$ cat src/rtl/ace_snoop_responder.sv
// -----------------------------------------------------------------------------
// ace_snoop_responder
//
// Services ACE snoop requests for one cache, one snoop at a time. An accepted
// AC request triggers a tag lookup. The lookup result and the ACSNOOP opcode
// together give the CR response and any cache state update. When the response
// carries DataTransfer, the hit line is then streamed out on CD, LSB beat
// first. Opcodes this cache does not implement get an Error response and no
// lookup.
//
// Ports
//   clk_i, rst_ni                  clock, asynchronous active-low reset
//   ac_valid_i/ac_ready_o          AC snoop handshake
//   ac_addr_i, ac_snoop_i          snoop address and ACSNOOP opcode
//   cr_valid_o/cr_ready_i          CR handshake
//   cr_resp_o                      {WasUnique, IsShared, PassDirty, Error, DataTransfer}
//   cd_valid_o/cd_ready_i          CD handshake
//   cd_data_o, cd_last_o           CD beat data, final-beat flag
//   lk_req_o, lk_addr_o            tag lookup request, held until lk_valid_i
//   lk_valid_i, lk_hit_i,
//   lk_dirty_i, lk_unique_i,
//   lk_line_i                      lookup result and line contents
//   upd_valid_o, upd_inv_o,
//   upd_clean_o                    one-cycle state update strobe, on CR handshake
// -----------------------------------------------------------------------------
module ace_snoop_responder #(
   parameter int AddrWidth = 64,
   parameter int DataWidth = 64,
   parameter int LineWidth = 512
) (
   input  logic                 clk_i,
   input  logic                 rst_ni,
   input  logic                 ac_valid_i,
   output logic                 ac_ready_o,
   input  logic [AddrWidth-1:0] ac_addr_i,
   input  logic [3:0]           ac_snoop_i,
   output logic                 cr_valid_o,
   input  logic                 cr_ready_i,
   output logic [4:0]           cr_resp_o,
   output logic                 cd_valid_o,
   input  logic                 cd_ready_i,
   output logic [DataWidth-1:0] cd_data_o,
   output logic                 cd_last_o,
   output logic                 lk_req_o,
   output logic [AddrWidth-1:0] lk_addr_o,
   input  logic                 lk_valid_i,
   input  logic                 lk_hit_i,
   input  logic                 lk_dirty_i,
   input  logic                 lk_unique_i,
   input  logic [LineWidth-1:0] lk_line_i,
   output logic                 upd_valid_o,
   output logic                 upd_inv_o,
   output logic                 upd_clean_o
);

   localparam int Beats = LineWidth / DataWidth;
   localparam int BeatW = (Beats > 1) ? $clog2(Beats) : 1;
   localparam logic [BeatW-1:0] LastBeat = BeatW'(Beats - 1);

   localparam logic [3:0] SnpReadOnce           = 4'b0000;
   localparam logic [3:0] SnpReadShared         = 4'b0001;
   localparam logic [3:0] SnpReadClean          = 4'b0010;
   localparam logic [3:0] SnpReadNotSharedDirty = 4'b0011;
   localparam logic [3:0] SnpReadUnique         = 4'b0111;
   localparam logic [3:0] SnpCleanShared        = 4'b1000;
   localparam logic [3:0] SnpCleanInvalid       = 4'b1001;
   localparam logic [3:0] SnpMakeInvalid        = 4'b1101;

   localparam logic [4:0] RespError = 5'b00010;

   typedef enum logic [1:0] {
      IDLE,
      LOOKUP,
      RESP,
      DATA
   } state_t;

   // ---------------------------------------------------------------------------
   // Snoop decode
   // ---------------------------------------------------------------------------
   function automatic logic f_supported(input logic [3:0] snoop);
      return snoop inside {SnpReadOnce, SnpReadShared, SnpReadClean,
                           SnpReadNotSharedDirty, SnpReadUnique, SnpCleanShared,
                           SnpCleanInvalid, SnpMakeInvalid};
   endfunction

   // CR response for a supported opcode; a miss always answers all-zero.
   function automatic logic [4:0] f_resp(input logic [3:0] snoop,
                                         input logic       hit,
                                         input logic       dirty,
                                         input logic       uniq);
      logic dt;
      logic shared;
      logic pass_dirty;
      // NOTE: every local gets a default before the case so that no path
      // leaves a value unassigned; in always_comb the same habit is what
      // keeps a latch from being inferred.
      dt         = 1'b0;
      shared     = 1'b0;
      pass_dirty = 1'b0;
      case (snoop)
         SnpReadOnce: begin
            dt     = 1'b1;
            shared = 1'b1;
         end
         SnpReadShared, SnpReadClean, SnpReadNotSharedDirty: begin
            dt         = 1'b1;
            shared     = 1'b1;
            pass_dirty = dirty;
         end
         SnpReadUnique: begin
            dt         = 1'b1;
            pass_dirty = dirty;
         end
         SnpCleanShared: begin
            dt         = dirty;
            shared     = 1'b1;
            pass_dirty = dirty;
         end
         SnpCleanInvalid: begin
            dt         = dirty;
            pass_dirty = dirty;
         end
         default: ;  // MakeInvalid: no data, no sharing indication
      endcase
      return hit ? {uniq, shared, pass_dirty, 1'b0, dt} : 5'b00000;
   endfunction

   // Invalidating opcodes drop our copy on a hit.
   function automatic logic f_inv(input logic [3:0] snoop, input logic hit);
      return hit && (snoop inside {SnpReadUnique, SnpCleanInvalid, SnpMakeInvalid});
   endfunction

   // Sharing/cleaning opcodes hand dirty data off, leaving our copy clean.
   function automatic logic f_clean(input logic [3:0] snoop,
                                    input logic       hit,
                                    input logic       dirty);
      return hit && dirty &&
             (snoop inside {SnpReadShared, SnpReadClean, SnpReadNotSharedDirty,
                            SnpCleanShared});
   endfunction

   // ---------------------------------------------------------------------------
   // State
   // ---------------------------------------------------------------------------
   state_t                 r_state;
   logic                   r_ac_ready;
   logic [3:0]             r_snoop;
   logic                   r_lk_req;
   logic [AddrWidth-1:0]   r_lk_addr;
   logic [LineWidth-1:0]   r_line;
   logic                   r_cr_valid;
   logic [4:0]             r_cr_resp;
   logic                   r_inv_pend;
   logic                   r_clean_pend;
   logic                   r_cd_valid;
   logic [DataWidth-1:0]   r_cd_data;
   logic                   r_cd_last;
   logic [BeatW-1:0]       r_beat;

   logic                   w_ac_fire;
   logic                   w_upd_fire;
   logic [4:0]             w_lk_resp;
   logic [BeatW-1:0]       w_beat_nxt;
   logic [DataWidth-1:0]   w_nxt_data;

   assign w_ac_fire  = ac_valid_i & r_ac_ready;
   assign w_lk_resp  = f_resp(r_snoop, lk_hit_i, lk_dirty_i, lk_unique_i);
   assign w_beat_nxt = r_beat + BeatW'(1);
   assign w_nxt_data = r_line[int'(w_beat_nxt)*DataWidth +: DataWidth];

   // The update strobe coincides with the CR handshake, so it is decoded from
   // the registered pending flags and cr_ready_i rather than stored.
   assign w_upd_fire = r_cr_valid & cr_ready_i & (r_inv_pend | r_clean_pend);

   // NOTE: all state, including the wide line buffer, is in the async reset so
   // that an aborted snoop leaves no stale line or beat data on the outputs.
   always_ff @(posedge clk_i or negedge rst_ni) begin
      if (!rst_ni) begin
         r_state      <= IDLE;
         r_ac_ready   <= 1'b1;
         r_snoop      <= '0;
         r_lk_req     <= 1'b0;
         r_lk_addr    <= '0;
         r_line       <= '0;
         r_cr_valid   <= 1'b0;
         r_cr_resp    <= '0;
         r_inv_pend   <= 1'b0;
         r_clean_pend <= 1'b0;
         r_cd_valid   <= 1'b0;
         r_cd_data    <= '0;
         r_cd_last    <= 1'b0;
         r_beat       <= '0;
      end else begin
         // NOTE: non-blocking assignments throughout, so every register here
         // samples the pre-edge values of the others regardless of order.
         case (r_state)
            IDLE: begin
               if (w_ac_fire) begin
                  r_ac_ready <= 1'b0;
                  r_snoop    <= ac_snoop_i;
                  if (f_supported(ac_snoop_i)) begin
                     r_state   <= LOOKUP;
                     r_lk_req  <= 1'b1;
                     r_lk_addr <= ac_addr_i;
                  end else begin
                     // Unknown opcode: answer Error without touching the tags.
                     r_state      <= RESP;
                     r_cr_valid   <= 1'b1;
                     r_cr_resp    <= RespError;
                     r_inv_pend   <= 1'b0;
                     r_clean_pend <= 1'b0;
                  end
               end
            end

            LOOKUP: begin
               if (lk_valid_i) begin
                  r_state      <= RESP;
                  r_lk_req     <= 1'b0;
                  r_lk_addr    <= '0;
                  r_line       <= lk_line_i;
                  r_cr_valid   <= 1'b1;
                  r_cr_resp    <= w_lk_resp;
                  r_inv_pend   <= f_inv(r_snoop, lk_hit_i);
                  r_clean_pend <= f_clean(r_snoop, lk_hit_i, lk_dirty_i);
               end
            end

            RESP: begin
               if (cr_ready_i) begin
                  r_cr_valid   <= 1'b0;
                  r_cr_resp    <= '0;
                  r_inv_pend   <= 1'b0;
                  r_clean_pend <= 1'b0;
                  if (r_cr_resp[0]) begin
                     r_state    <= DATA;
                     r_cd_valid <= 1'b1;
                     r_beat     <= '0;
                     r_cd_data  <= r_line[DataWidth-1:0];
                     r_cd_last  <= (Beats == 1);
                  end else begin
                     r_state    <= IDLE;
                     r_ac_ready <= 1'b1;
                  end
               end
            end

            DATA: begin
               if (cd_ready_i) begin
                  if (r_cd_last) begin
                     r_state    <= IDLE;
                     r_ac_ready <= 1'b1;
                     r_cd_valid <= 1'b0;
                     r_cd_data  <= '0;
                     r_cd_last  <= 1'b0;
                     r_beat     <= '0;
                  end else begin
                     // Preload the next beat so data and last stay registered.
                     r_beat    <= w_beat_nxt;
                     r_cd_data <= w_nxt_data;
                     r_cd_last <= (w_beat_nxt == LastBeat);
                  end
               end
            end

            default: begin
               r_state <= IDLE;
            end
         endcase
      end
   end

   // ---------------------------------------------------------------------------
   // Outputs
   // ---------------------------------------------------------------------------
   assign ac_ready_o  = r_ac_ready;
   assign lk_req_o    = r_lk_req;
   assign lk_addr_o   = r_lk_addr;
   assign cr_valid_o  = r_cr_valid;
   assign cr_resp_o   = r_cr_resp;
   assign cd_valid_o  = r_cd_valid;
   assign cd_data_o   = r_cd_data;
   assign cd_last_o   = r_cd_last;
   assign upd_valid_o = w_upd_fire;
   assign upd_inv_o   = w_upd_fire & r_inv_pend;
   assign upd_clean_o = w_upd_fire & r_clean_pend;

endmodule

$ cat config.mk
export PLATFORM = sky130hd
export DESIGN_NAME = ace_snoop_responder
export DESIGN_NICKNAME = d
export VERILOG_FILES = /design/src/rtl/ace_snoop_responder.sv
export SDC_FILE = /design/constraint.sdc
export NUM_CORES = 1
export LEC_CHECK = 0
export BUFFER_PORTS_ARGS = -buffer_cell sky130_fd_sc_hd__buf_2
export CELL_PAD_IN_SITES_DETAIL_PLACEMENT = 0
export CELL_PAD_IN_SITES_GLOBAL_PLACEMENT = 1
export CORE_AREA = 8 8 280 282
export CTS_CLUSTER_SIZE = 25
export DETAILED_ROUTE_END_ITERATION = 6
export DIE_AREA = 0 0 288 290
export HOLD_SLACK_MARGIN = 0.06
export PLACE_DENSITY = 0.81
export RECOVER_POWER = 100
export SLEW_MARGIN = 0
export SYNTH_ARGS = -nofsm -noshare
export SYNTH_HDL_FRONTEND = slang
export SYNTH_SLANG_ARGS = --single-unit
$ cat constraint.sdc
create_clock -name clk_i -period 2.9 [get_ports clk_i]
set_input_delay 0.58 -clock clk_i [delete_from_list [all_inputs] [get_ports clk_i]]
set_output_delay 0.58 -clock clk_i [all_outputs]
set_load 0.02 [all_outputs]
Word-level counts from Yosys, hierarchy flattened

Cells that the tools add are included.

Input port bits: 589
Memory bits (read-only): 0
Logic and storage cells: 136
Output and inout port bits: 141
Bits in latches: 0
Memory bits (writable): 0
Memories: 0
Register bits after elaboration: 661

Multipliers: 0
Eq/ne operators: 27
Muxes and demuxes: 62
Shift-type cells: 1
Divide/modulo/power cells: 0
Bitwise logic cells: 6
Order comparisons: 0
Reductions and logical operators: 25
$add $sub $neg: 1

Operator list:

| kind               | count |
|---|---|
| $shiftx 512x10->64 | 1 |
| $mux 64            | 7 |
| $pmux 64 s2        | 2 |
| $mux 1             | 26 |
| $mux 5             | 5 |
| $eq 4x4->1 const B | 6 |
| $ne 2x2->1 const B | 9 |
| $eq 4x2->1 const B | 4 |
| $pmux 5 s3         | 1 |
| $reduce_and 5->1   | 3 |
| $mux 2             | 7 |
| $mux 3             | 4 |
| $pmux 1 s3         | 4 |
| $reduce_or 5->1    | 2 |
| $reduce_bool 3->1  | 3 |
| $eq 4x1->1 const B | 2 |
| $eq 4x3->1 const B | 2 |
| $logic_not 4->1    | 2 |
| $pmux 1 s2         | 4 |
| $pmux 2 s4         | 1 |
| $reduce_and 4->1   | 2 |
| $reduce_bool 8->1  | 1 |
| $pmux 3 s2         | 1 |
| $reduce_and 6->1   | 1 |
| other kinds (13)   | 22 |

Depth between registers and ports, before layout

Gate-level depths: netlist of run 1.

Depth after elaboration: 6
Depth in mapped cells: 9
Mapped depth without buffers: 6

Least setup slack after synthesis of run 1

OpenSTA, ideal clock, no wires.

Kind: register -> register
From: register r_beat[0]
To: register r_cd_data[18], in the netlist cd_data_o[18]
Period minus slack after synthesis: 2.526 ns
Data required time: 2.779 ns
Slack: 0.374 ns
Arrival time: 2.405 ns
Cell stages (with the launch flop): 10
Path through: dfrtp_1 > buf_4 > buf_4 > inv_1 > ha_1 > buf_2 > clkbuf_1 > mux4_2 > a22o_1 > o22a_1

Word-level cells in the longest chain between the ends: 5

RTL lines:

| item                   | RTL line | source |
|---|---|---|
| start, declared        | 159      | `logic [BeatW-1:0] r_beat;` |
| start signal, assigned | 260      | `r_beat <= w_beat_nxt;` |
| $add 3x1->3            | 169      | `assign w_beat_nxt = r_beat + BeatW'(1);` |
| $shiftx 512x10->64     | 170      | `assign w_nxt_data = r_line[int'(w_beat_nxt)*DataWidth +: DataWidth];` |
| $mux 64                | 251      | `if (r_cd_last) begin` |
| $mux 64                | 250      | `if (cd_ready_i) begin` |
| $pmux 64 s2            | 197      | `case (r_state)` |
| end signal, assigned   | 240      | `r_cd_data <= r_line[DataWidth-1:0];` |
| end signal, assigned   | 261      | `r_cd_data <= w_nxt_data;` |
| end, declared          | 157      | `logic [DataWidth-1:0] r_cd_data;` |

Every way passes these cells. The select of a mux whose other input is x is not followed.
A chain may end at the register's enable or synchronous reset.

Worst setup path in the final report of run 1

From: register r_state[0]
To: register r_lk_addr[38], in the netlist lk_addr_o[38]

Word-level cells in the longest chain between the ends: 3
Elaborated cells between the ends (all ways): 8
Classes of those cells: eq/ne: 4; mux: 1; reduce/logical: 3

RTL lines:

| item                                                             | RTL line | source |
|---|---|---|
| start, declared                                                  | 146      | `state_t r_state;` |
| start signal, assigned                                           | 180      | `r_state <= IDLE;` |
| start signal, assigned                                           | 203      | `r_state <= LOOKUP;` |
| start signal, assigned                                           | 208      | `r_state <= RESP;` |
| $eq 2x1->1 or $logic_not 2->1 (tied branches)                    | 197      |  |
| $ne 2x2->1 (no source line) or $reduce_bool 2->1 (tied branches) | -        |  |
| $reduce_and 4->1 (no source line)                                | -        |  |
| end signal, assigned                                             | 205      | `r_lk_addr <= ac_addr_i;` |
| end, declared                                                    | 150      | `logic [AddrWidth-1:0] r_lk_addr;` |

Several ways; a longest one is shown, not always the timed one.

==> metrics.txt, run 1 <==
commonest non-fill, non-tap cell in the layout=dfrtp_1; Slew HR=1.58%; f_max=384 MHz; initial antenna violation count=35; Setup Skew=0.0251 ns; Worst Hold Depth=2; Clock Latency Late Sink=0.61 ns; Die W=288 microns; met2 routed WL=50.4 mm; M1 wire length=40.5 mm; worst hold start=lk_line_i[276]; Port-buffer cells=729; post-route antenna net violation count=0; Row Count=100; Mapped Nets=2617; first drt pass iteration count=6; kind of critical path=reg2reg; vias per inst=5.61; Hold Path End=r_line[276]; via count=21086; GRT Util Overall=23.7%; Initial Util=41.0%; register-to-register setup slack=0.30 ns; Ports=730; DR top layer=met5; max cap viols=0; CP max FO=68; status=complete, no violations; worst r2r dst=lk_addr_o[38]; Final Cycle Share=89.8%; synthesis-stage register bit count=661; post-synthesis sequential area ratio=54.7%; layout cells sized above 1=53.5%; PnR Total Power=41.4 mW; GRT overflow=0; DIE HEIGHT=290 microns; Routability Congestion=0.876; Num CTS Buffers=75; HPWL after DPL=74.1 mm; critical path endpoint category=register; Crit Reg-Reg Startpoint=r_state[0]; Peak VDD IR=0.619 mV; core footprint=73800 sq um; final cell count without fillers=3756; Startpoint Class=register; DRC Markers=0; worst r2r path cells=6; CTS tree=done; largest buffer count on any clock path=3; Hold Path Class=in2reg; vias in the first global route=23292; Worst-path clk slew=0.06 ns; largest net degree at the start of global routing=110; Sink Count=661; drt total wl=101 mm; power density cells=1110 nW/um^2; Area growth syn-to-layout=23.6%; Arr. time, crit path=3.07 ns; RSZ-0062 raised after global routing=no; DR WL/cell=27.0 microns; mapped cell area=30300 sq um; Period minus WS final=2.60 ns; Inst Count DP=3605; die area=83500 sq um; max-slew violation count=0; first-pass GRT wire length=151 mm; htree depth=3; Starting DRT DRC Count=1288; setup TNS=0 ns; nets@finish=3311; # hold bufs at CTS=1; CP required=3.37 ns; CTS root buf=clkbuf_16; Post-CTS Repair Setup Buffers=0; Fillers=6377; Yosys cell types=38; commonest cells after routing, fill and taps aside=659 x dfrtp_1, 587 x buf_2, 583 x mux2_2, 159 x clkbuf_1, 130 x a22o_1; Syn Area/Cell=15.0 sq um; Syn Inst Count=2020; Hold Vio Cnt, Final=0; post-CTS sizing=0; Lkg Pwr=16.4 nW; Slew @ Worst Pin=1.48 ns; DR WL met3=6.69 mm; Worst setup startpoint=r_state[0]; Setup-failing EPs final=0; Yosys Warn Count=0
synth_stat cells, drive strengths merged:
| library cell | count | area, sq um |
|---|---|---|
| a22o | 130 | 1140 |
| mux2i | 6 | 60.1 |
| o21bai | 1 | 7.51 |
| nand3b | 1 | 7.51 |
| ha | 8 | 100 |
| buf | 101 | 564 |
| a22oi | 2 | 15.0 |
| and3 | 3 | 18.8 |
| nor2b | 2 | 12.5 |
| dfstp | 1 | 26.3 |
| o21ai | 68 | 340 |
| o22a | 64 | 561 |
| mux4 | 128 | 2880 |
| o211a | 1 | 10.0 |
| a2111o | 1 | 11.3 |
| nand4 | 2 | 12.5 |
| xnor2 | 1 | 8.76 |
| dfrtp | 660 | 16500 |
| a21boi | 1 | 18.8 |
| nand2 | 10 | 37.5 |
| nand3 | 5 | 25.0 |
| or3 | 1 | 6.26 |
| nor3b | 66 | 495 |
| inv | 10 | 37.5 |
| and2 | 2 | 12.5 |
| nor2 | 9 | 33.8 |
| mux2 | 588 | 6640 |
| a211oi | 2 | 20.0 |
| nand2b | 4 | 25.0 |
| a21oi | 71 | 355 |
| a21o | 1 | 7.51 |
| clkbuf | 70 | 263 |
per-stage QoR:
stage          worst slack [ns]  util, %  instance area, sq um  hold WS, ns
5_1_grt                   0.106     50.6                 37400        0.159
6_report                  0.297     50.7                 37400        0.195
3_3_place_gp              0.400     47.7                 35200        0.482
4_1_cts                   0.366     51.0                 37700        0.145
3_5_place_dp              0.400     47.7                 35200        0.487
2_1_floorplan             0.374        -                 30300        0.284
cells by family (layout without fill, tap and decap cells):
logic type | after synthesis | after routing | synth area share [%]
buf+inv | 181 | 924 | 2.86
mux | 722 | 722 | 31.6
simple gates | 105 | 105 | 2.27
flops | 661 | 661 | 54.7
compound gates | 342 | 342 | 8.21
other cells | 0 | 24 | 0
fa+ha+maj | 8 | 8 | 0.331
xor+xnor | 1 | 1 | 0.0289
worst max-delay path, cell delays in order (launching register included):
cell and delay [ns]:
dfrtp_1 0.42, inv_1 0.14, ha_1 0.20, buf_4 0.59, o21ai_4 0.25, clkbuf_4 0.43
a22o_1 0.36
final cells by class:
type                    count  area (sq um)  share of cell area, %
flip-flops and latches    661         16500                   44.2
multi-input cells        1178         12900                   34.5
repair buffers            788          4220                   11.3
clock buffers             107          2170                   5.79
well taps                 969          1210                   3.24
clock inverters            19           253                  0.676
diodes                     24          60.1                  0.161
inverters                  10          37.5                  0.100
metal layers:
| metal | vias to the layer above | GRT usage, % |
|---|---|---|
| met2 | 753 | 40.3 |
| met4 | 24 | 8.38 |
| li1 | 9071 | - |
| met3 | 197 | 5.74 |
| met5 | - | 0 |
| met1 | 11041 | 29.2 |
state kept, by name, indices dropped and copies added (netlist names), 2 cells and up:
register,count
r_beat,3
r_snoop,4
r_line,512
cd_data_o,64
lk_addr_o,64
r_state,2
cr_resp_o,5
power by group:
| part | switching (mW) | leakage [nW] | internal, mW |
|---|---|---|---|
| sequential | 2.81 | 7.81 | 13.8 |
| clock | 3.88 | 1.18 | 5.41 |
| combinational | 7.44 | 7.45 | 8.09 |
worst max path at each step:
| stage | endpoint | cells after the start | slack (ns) |
|---|---|---|---|
| after CTS | cd_data_o[1] | 6 | 0.37 |
| after global placement | cd_data_o[1] | 6 | 0.40 |
| after global routing | r_line[96] | 4 | 0.11 |
| after floorplan | cd_data_o[18] | 9 | 0.37 |
| final | lk_addr_o[38] | 6 | 0.30 |
| after detailed placement | cd_data_o[1] | 6 | 0.40 |
Power figures use the tool's default switching activity.
==> run 2, diff against run 1 <==
Settings changed: BUFFER_PORTS_ARGS -buffer_cell sky130_fd_sc_hd__buf_2 to unset, CORE_AREA 8 8 280 282 to 8 8 281 283, DIE_AREA 0 0 288 290 to 0 0 289 291, DONT_BUFFER_PORTS set to 1, PLACE_DENSITY 0.81 to 0.7.
==> run 2 against run 1 <==
The run now ends with hold timing, slew limit, setup timing left. Count of clock-buffer cells in the layout rose by 5. Design area fell by 9.1%. Power shrank 2.4%. Critical endpoint is now r_beat[0]. Largest power group unchanged.
==> metrics.txt, run 2 (synthesis gave the netlist of run 1 again) <==
final worst slack=-0.999 ns; CTS tree=done; Min Hold Slack=-0.317 ns; Worst-path clk slew=0.06 ns; HPWL after DPL=65.1 mm; Slew HR=-204%; kind of critical path=in2async; Ports=730; first drt pass iteration count=4; core footprint=74800 sq um; Routability Congestion=0.837; Startpoint Class=input pin; Clock Latency Late Sink=0.62 ns; largest net degree at the start of global routing=662; Crit Reg-Reg Startpoint=r_state[1]; initial antenna violation count=65; RSZ-0062 raised after global routing=no; CP required=1.85 ns; max-slew violation count=538; Hold Vio Cnt, Final=99; power density cells=1190 nW/um^2; DIE HEIGHT=291 microns; htree depth=3; Num CTS Buffers=75; Area growth syn-to-layout=12.3%; Peak VDD IR=0.643 mV; Die W=289 microns; register-to-register setup slack=0.42 ns; first-pass GRT wire length=135 mm; DR WL/cell=30.2 microns; # hold bufs at CTS=13; drt total wl=92.5 mm; CP max FO=661; critical path endpoint category=async pin; Sink Count=661; worst r2r dst=r_line[65]; failing checks=hold timing, slew limit, setup timing; f_max=256 MHz; Post-CTS Repair Setup Buffers=0; commonest cells after routing, fill and taps aside=659 x dfrtp_1, 582 x mux2_2, 130 x a22o_1, 128 x mux4_2, 76 x clkbuf_16; largest buffer count on any clock path=3; Layout Utilization=45.4%; commonest non-fill, non-tap cell in the layout=dfrtp_1; status=complete, but fails checks; GRT overflow=0; Biggest register=r_line; layout cells sized above 1=43.0%; CTS root buf=clkbuf_16; via count=18045; Worst setup startpoint=rst_ni; Period minus WS final=3.90 ns; Final Cycle Share=134%; worst r2r path cells=6; post-route antenna net violation count=0; DRC Markers=0; Setup Skew=0.0391 ns; Hold Path Class=in2async; vias per inst=5.89; Fillers=6554; Slew @ Worst Pin=4.55 ns; Row Count=101; Arr. time, crit path=2.85 ns; Setup-failing EPs final=162; Lkg Pwr=13.9 nW; Initial Util=40.5%; GRT Util Overall=21.4%; Starting DRT DRC Count=1078; nets@finish=2577; Port-buffer cells=0; vias in the first global route=19117; die area=84100 sq um; max cap viols=0; max reg flops=512; post-CTS sizing=0
-- run 2: worst max path at each step --
stage                                to  slack [ns]  depth (start not counted)
after floorplan           cd_data_o[18]        0.37                          9
after global placement    cd_data_o[60]        0.67                          6
after detailed placement  lk_addr_o[62]        0.61                          6
after CTS                 lk_addr_o[62]        0.60                          6
after global routing         r_line[65]        0.24                          6
final                         r_beat[0]        -1.0                          0
-- run 2: metrics by stage --
stage	TNS, ns	instance area, sq um	worst slack, ns	instances	power [mW]
6_report	-35.44	34000	-0.999	3063	40.4
4_1_cts	0	33900	0.597	3016	40.9
3_3_place_gp	0	31300	0.666	2868	30.3
3_5_place_dp	0	31300	0.612	2868	31.0
2_1_floorplan	0	30300	0.374	2020	27.0
5_1_grt	0	33900	0.240	3046	42.6
-- run 2: layout make-up --
| class | instances | area, sq um | area share (%) |
|---|---|---|---|
| Multi-Input combinational cell | 1178 | 12900 | 38.0 |
| Antenna cell | 47 | 118 | 0.346 |
| Inverter | 10 | 37.5 | 0.110 |
| Sequential cell | 661 | 16500 | 48.7 |
| Clock inverter | 23 | 308 | 0.906 |
| Clock buffer | 112 | 2220 | 6.52 |
| Timing Repair Buffer | 54 | 624 | 1.84 |
| Tap cell | 978 | 1220 | 3.60 |
-- run 2: report_power, final --
part / total, mW / leakage, nW / internal, mW / switching (mW)
clock: 9.67 / 1.23 / 5.70 / 3.97
sequential: 17.8 / 7.81 / 13.7 / 4.12
combinational: 12.9 / 4.89 / 7.46 / 5.39
-- run 2: metal layers --
metal	share of wire, %	track usage [%]	vias to the layer above
li1	-	-	7659
met1	37	24.2	9565
met2	51	36.6	630
met3	9.0	8.31	159
met4	2.8	7.37	32
met5	0.24	0	-
